<file path="config.mk">
export PLATFORM = sky130hd
export DESIGN_NAME = button_conditioner
export DESIGN_NICKNAME = d
export VERILOG_FILES = /design/src/rtl/button_conditioner.sv
export SDC_FILE = /design/constraint.sdc
export NUM_CORES = 1
export LEC_CHECK = 0
export ABC_CLOCK_PERIOD_IN_PS = 4500
export CAP_MARGIN = 20
export CORE_UTILIZATION = 35
export CTS_BUF_LIST = sky130_fd_sc_hd__clkbuf_16
export CTS_CLUSTER_DIAMETER = 40
export DETAILED_ROUTE_END_ITERATION = 10
export GPL_ROUTABILITY_DRIVEN = 0
export SYNTH_ARGS = -nofsm -noshare
export SYNTH_HDL_FRONTEND = slang
export SYNTH_SLANG_ARGS = --single-unit
</file>
<file path="constraint.sdc">
create_clock -name clk -period 4.5 [get_ports clk]
set_input_delay 1.35 -clock clk [delete_from_list [all_inputs] [get_ports clk]]
set_output_delay 1.35 -clock clk [all_outputs]
set_load 0.005 [all_outputs]
</file>
<file path="src/rtl/button_conditioner.sv">
// N-channel push-button conditioner: 2-flop synchronizer, counter debouncer,
// registered press/release pulses and a long-press "held" indication.
module button_conditioner #(
    parameter int unsigned N               = 5,
    parameter int unsigned DEBOUNCE_CYCLES = 1000000,
    parameter int unsigned HOLD_CYCLES     = 100000000
) (
    input  logic         clk,
    input  logic         reset_n,
    input  logic [N-1:0] btn_raw,
    output logic [N-1:0] level,
    output logic [N-1:0] press,
    // `release` is a reserved word, hence the suffix.
    output logic [N-1:0] release_pulse,
    output logic [N-1:0] held
);

    localparam int unsigned DW = $clog2(DEBOUNCE_CYCLES + 1);
    localparam int unsigned HW = $clog2(HOLD_CYCLES + 1);
    localparam logic [DW-1:0] DB_LAST  = DW'(DEBOUNCE_CYCLES - 1);
    localparam logic [HW-1:0] HOLD_MAX = HW'(HOLD_CYCLES);

    typedef enum logic [1:0] {
        ST_IDLE,
        ST_PRESSED,
        ST_HELD
    } state_e;

    state_e        state_q    [N];
    state_e        state_d    [N];
    logic [DW-1:0] db_cnt_q   [N];
    logic [DW-1:0] db_cnt_d   [N];
    logic [HW-1:0] hold_cnt_q [N];
    logic [HW-1:0] hold_cnt_d [N];

    logic [N-1:0] sync1_q, sync1_d;
    logic [N-1:0] sync2_q, sync2_d;
    logic [N-1:0] press_q, press_d;
    logic [N-1:0] release_q, release_d;
    logic [N-1:0] rise, fall;

    always_ff @(posedge clk or negedge reset_n) begin
        if (!reset_n) begin
            sync1_q   <= '0;
            sync2_q   <= '0;
            press_q   <= '0;
            release_q <= '0;
            for (int unsigned i = 0; i < N; i++) begin
                state_q[i]    <= ST_IDLE;
                db_cnt_q[i]   <= '0;
                hold_cnt_q[i] <= '0;
            end
        end else begin
            sync1_q   <= sync1_d;
            sync2_q   <= sync2_d;
            press_q   <= press_d;
            release_q <= release_d;
            for (int unsigned i = 0; i < N; i++) begin
                state_q[i]    <= state_d[i];
                db_cnt_q[i]   <= db_cnt_d[i];
                hold_cnt_q[i] <= hold_cnt_d[i];
            end
        end
    end

    // Debounce: a toggle is requested once sync has disagreed with level
    // for DEBOUNCE_CYCLES consecutive edges; any agreement restarts the count.
    always_comb begin
        sync1_d = btn_raw;
        sync2_d = sync1_q;
        rise    = '0;
        fall    = '0;
        for (int unsigned i = 0; i < N; i++) begin
            db_cnt_d[i] = '0;
            if (sync2_q[i] != level[i]) begin
                if (db_cnt_q[i] == DB_LAST) begin
                    rise[i] = sync2_q[i];
                    fall[i] = ~sync2_q[i];
                end else begin
                    db_cnt_d[i] = db_cnt_q[i] + 1'b1;
                end
            end
        end
        press_d   = rise;
        release_d = fall;
    end

    always_comb begin
        for (int unsigned i = 0; i < N; i++) begin
            state_d[i]    = state_q[i];
            hold_cnt_d[i] = '0;
            case (state_q[i])
                ST_IDLE: begin
                    if (rise[i]) begin
                        state_d[i] = ST_PRESSED;
                    end
                end
                ST_PRESSED: begin
                    hold_cnt_d[i] = hold_cnt_q[i] + 1'b1;
                    if (fall[i]) begin
                        state_d[i]    = ST_IDLE;
                        hold_cnt_d[i] = '0;
                    end else if (hold_cnt_d[i] == HOLD_MAX) begin
                        state_d[i] = ST_HELD;
                    end
                end
                ST_HELD: begin
                    hold_cnt_d[i] = hold_cnt_q[i];
                    if (fall[i]) begin
                        state_d[i]    = ST_IDLE;
                        hold_cnt_d[i] = '0;
                    end
                end
                default: begin
                    state_d[i] = ST_IDLE;
                end
            endcase
        end
    end

    always_comb begin
        level         = '0;
        held          = '0;
        press         = press_q;
        release_pulse = release_q;
        for (int unsigned i = 0; i < N; i++) begin
            level[i] = (state_q[i] != ST_IDLE);
            held[i]  = (state_q[i] == ST_HELD);
        end
    end

endmodule

</file>
# Word-level counts from Yosys, hierarchy flattened
# Cells that the tools add are included.
# word_totals
register_bits	265
input_bits	7
output_inout_bits	20
wordCells	159
# op_classes
n_addsub	10
eq_ne	40
n_mux	70
bitwise_logic	5
reduce_logical	15
# ops
operator	count
2-to-1 mux 27 bit	10
case mux 27 bit (2 select lines)	5
2-to-1 mux 20 bit	10
adder 27 x 1 -> 27 bit (second input constant)	5
== test 27 bit (second input constant)	5
adder 20 x 1 -> 20 bit (second input constant)	5
== test 20 bit (second input constant)	5
2-to-1 mux 2 bit	20
case mux 2 bit (3 select lines)	5
2-to-1 mux 1 bit	20
!= test 3 bit (second input constant)	5
AND reduction 3 bit	5
== test 2 x 1 -> 1 bit (second input constant)	5
== test 2 bit (second input constant)	5
logical NOT 2 bit	5
!= test 2 x 1 -> 1 bit (second input constant)	5
!= test 2 bit (second input constant)	5
nonzero test 2 bit	5
!= test 1 bit	5
inverter 1 bit	5

# Depth between registers and ports, before layout
# logic_depth
word_depth	5
ltp_mapped	11
ltp_nobuf	8

# Worst setup path after synthesis
# Ideal clock, no wire load.
# synth_timing
kind	register -> register
startpoint	reg db_cnt_q[6] in the netlist's numbering
endpoint	reg hold_cnt_q[21] in the netlist's numbering
arrival_time_ns	2.521
path_slack_ns	1.846
path_stages_with_launch	11
path_cell_list	dfrtp_1 > clkbuf_1 > or4_1 > or4_1 > nor3_1 > or2_2 > buf_6 > buf_4 > nor2_1 > o21ai_0 > o41ai_1
# synth_between
elab_chain_len	5
# synth_rtl
element	line_no	rtl
start, declared	31	logic [DW-1:0] db_cnt_q [N];
start signal, assigned by index	60	db_cnt_q[i] <= db_cnt_d[i];
== test 20 bit (*)	76	if (db_cnt_q[i] == DB_LAST) begin
2-to-1 mux 1 bit (*)	76	
2-to-1 mux 1 bit (*)	75	if (sync2_q[i] != level[i]) begin
2-to-1 mux 27 bit	100	if (fall[i]) begin
case mux 27 bit (2 select lines)	92	case (state_q[i])
end signal, assigned by index	61	hold_cnt_q[i] <= hold_cnt_d[i];
end, declared	33	logic [HW-1:0] hold_cnt_q [N];
# Every way passes the cells marked *; elsewhere a longest branch is shown, timed or not.
# A chain may end at the register's enable or synchronous reset.

# Worst setup path after layout
# layout_timing
startpoint	reg state_q[7] in the netlist's numbering
endpoint	out held[1]
# layout_between
elab_chain_len	1
# layout_rtl
element	line_no	rtl
start, declared	29	state_e state_q [N];
start signal, assigned by index	59	state_q[i] <= state_d[i];
== test 2 bit	128	held[i] = (state_q[i] == ST_HELD);
end, declared	15	output logic [N-1:0] held
# No other way between the ends.

==> summary.md <==
| Metric | Value |
|---|---|
| Slew at the pin closest to its max-slew limit | `985 ps` |
| Avg WL per Cell | `around 15 um` |
| Total Nets Final | `between 1500 and 2000` |
| CP max FO | `10` |
| Synth area leader | `dfrtp_1` |
| Period utilization | `0.756` |
| Cells after Synth | `1713` |
| First-pass GRT wire length | `58800 um` |
| Die ar. | `about 0.043 sq mm` |
| Prevailing post-synth register cell | `dfrtp_1` |
| Cell Area, Synth | `0.0148 sq mm` |
| Fillers | `4033` |
| Vias per cell | `roughly 5.5` |
| Worst Setup End Kind | `primary output` |
| RSZ-0062 raised after global routing | `false` |
| Clk buf depth | `3` |
| Buf/Inv on CP | `1` |
| Worst setup margin | `approximately 1100 ps` |
| Largest net degree at the start of global routing | `94` |
| Vias in the first global route | `approximately 12000` |
| Pleak | `~7 nW` |
| FMAX | `~0.29 GHz` |
| Clock skew | `about 11 ps` |
| Status | `finished, final reports clean` |
| Post-Place Setup Slack | `around 1400 ps` |
| Type of the worst setup path | `flop to primary output` |
| Syn Area/Cell | `8.63 sq um` |
| HPWL after detailed placement | `between 20000 and 25000 um` |
| GRT Resource Usage Total | `0.159` |
| Peak VDD IR | `about 0.23 mV` |
| Crit start category | `flop` |
| CTS sink cnt | `roughly 270` |
| Count leader, synth | `dfrtp_1` |
| Worst-path clk slew | `60 ps` |
| Starting Density | `0.359` |
| Worst path required time | `between 3000 and 4000 ps` |
| Post-CTS setup buffer count | `0` |
| EDFF count, synth | `0` |
| Overflow after GRT | `0` |
| DRC viols | `0` |
| Placement Rows | `74` |
| Power Density | `357 mW/mm^2` |
| Ant. Diodes | `0` |
| Core ar. | `approximately 0.041 sq mm` |
| DR iter-0 viols | `about 830` |
| Die width | `approximately 210 um` |
| Synth unique cells | `slightly below 70` |
| Router iterations before antenna repair | `4` |
| Synth Net Count | `1730` |
| Commonest cells in the netlist | `265 x dfrtp_1, 198 x nor2_1, 189 x o21ai_0` |
| Number of buffers created by CTS | `49` |
| Share of cells above drive strength 1 | `0.0763` |
| Post-CTS resize count | `0` |
| Design Power | `between 6 and 7 mW` |
| Remaining antenna violation count after routing | `0` |
| Area delta synth->final | `15.9%` |
| H-tree level count | `2` |
| Seq cells post-synth | `between 200 and 300` |
| CP max stage delay | `~580 ps` |
| Root buf cell | `clkbuf_16` |
| Ys Warns | `0` |
| Hold Vio Cnt, Final | `0` |
| Top cell type's share of synthesized area | `0.449` |
| Top post-synthesis cells by area | `dfrtp_1 45%, o21ai_0 6.4%, nor2_1 5.0%, nand2_1 4.6%, xor2_1 3.5%` |
| Via count | `between 10000 and 15000` |
| CP arrival | `between 2000 and 2500 ps` |
| Slew Limit Fails | `0` |
| Register Area | `around 0.0066 sq mm` |
| Slew Limit Headroom | `0.340` |
| Post-synthesis sequential area ratio | `0.449` |
| Port Buffers | `26` |
| Worst-Skew Late Latency | `between 500 and 600 ps` |
| Top Family by Delay on Critical Path | `buffers and inverters` |
| CP Cell Sequence | `nor2b_1, clkdlybuf4s50_1` |
| Routed wire length | `~34000 um` |
| Post-Route Setup TNS | `0 ps` |
| Die Ht | `207 um` |
| # Max-Cap Violations | `0` |
| R2r startpoint | `db_cnt_q[6]` |
| Hold Crit Class | `flop to flop` |
| Initial antenna violation count | `0` |
| Min-Delay Startpoint | `sync1_q[2]` |
| Setup-failing EPs final | `0` |
| CTS tree | `done` |
| Area of the multi-input gates | `between 0.007 and 0.008 sq mm` |
| Num ports | `27` |
| Critical Path Source | `state_q[7]` |
| Async set-reset flop share out of synthesis | `1.00` |
| Final min period | `3400 ps` |
| CP max-delay cell | `clkdlybuf4s50_1` |
| Hold-fix buffers at CTS | `0` |
-- cell families after synthesis --
family | share of synthesized area
AOI/OAI and AO/OA | 0.164
xor gates and xnor gates | 0.0652
adders and majority gates | 0.00847
buffers and inverters | 0.0323
DFF | 0.449
muxes | 0.00711
and+or+nand+nor | 0.274
-- flip-flops by register name (all words and copies together), names as in the netlist --
register	count
press	5
db_cnt_q	100
hold_cnt_q	135
release_pulse	5
state_q	10
sync1_q	5
sync2_q	5
-- layout make-up --
cell class	instances	area share
clock inverter	42	0.0224
clock buffer	50	0.0731
timing repair buffer	42	0.0242
tap	532	0.0389
sequential	265	0.387
inverter	27	0.00592
multi-input combinational	1330	0.448
-- worst paths after layout --
| check | end | slack [ps] | depth (start not counted) |
|---|---|---|---|
| worst max-delay path | held[1] | 1100 | 2 |
| max in group asynchronous | sync2_q[4] | 2890 | 2 |
| min in group asynchronous | hold_cnt_q[87] | 740 | 1 |
| worst max register to register | hold_cnt_q[17] | 1360 | 7 |
| worst min-delay path | sync2_q[2] | 350 | 0 |
| worst min register to register | sync2_q[2] | 350 | 0 |
-- per-stage QoR --
step | instances | util | hold WS [ps] | cell area [sq um]
final | 2288 | 0.416 | 346 | 17100
after global routing | 2288 | 0.416 | 355 | 17100
after CTS | 2287 | 0.415 | 348 | 17100
after detailed placement | 2195 | 0.376 | 335 | 15500
after global placement | 2195 | 0.376 | 333 | 15500
after floorplan | 1713 | - | 331 | 14800
-- cells in the final DEF (no fill, tap or decap), types with 16 or more instances in the layout --
cell type	instances
nor4_1	25
nand2b_1	16
nand2_1	182
inv_1	32
nor3_1	38
nor2b_1	25
nor2_1	198
o31ai_1	54
nand3_1	98
or3_1	18
xnor2_1	51
xor2_1	59
a31oi_1	24
dfrtp_1	265
and2_1	26
o41ai_1	20
a21oi_1	52
clkbuf_16	50
nand4_1	62
o21ai_0	188
clkdlybuf4s50_1	25
and3_1	43
-- worst register-to-register path: stages (launching register included) --
cell and delay [ps]:
dfrtp_1 440, or4_1 540, or4_1 600, nor3_1 370, or2_2 660, nor2_1 120
o21ai_0 170, o41ai_1 100
-- report_power, final --
group / switching, mW / total [mW] / leakage (nW) / internal [mW]
clock: 1.41 / 3.61 / 0.798 / 2.20
sequential: 0.0148 / 2.42 / 3.67 / 2.40
combinational: 0.0702 / 0.0933 / 2.45 / 0.0231
total: 1.49 / 6.12 / 6.92 / 4.63
-- metal layers --
layer,global-route usage,vias up,part of all wire
met4,0.0533,0,0.022
met5,0,-,0
met1,0.219,6097,0.49
li1,-,6212,-
met3,0.0297,60,0.039
met2,0.251,206,0.45
No activity file was read; power rests on OpenSTA's default activity.
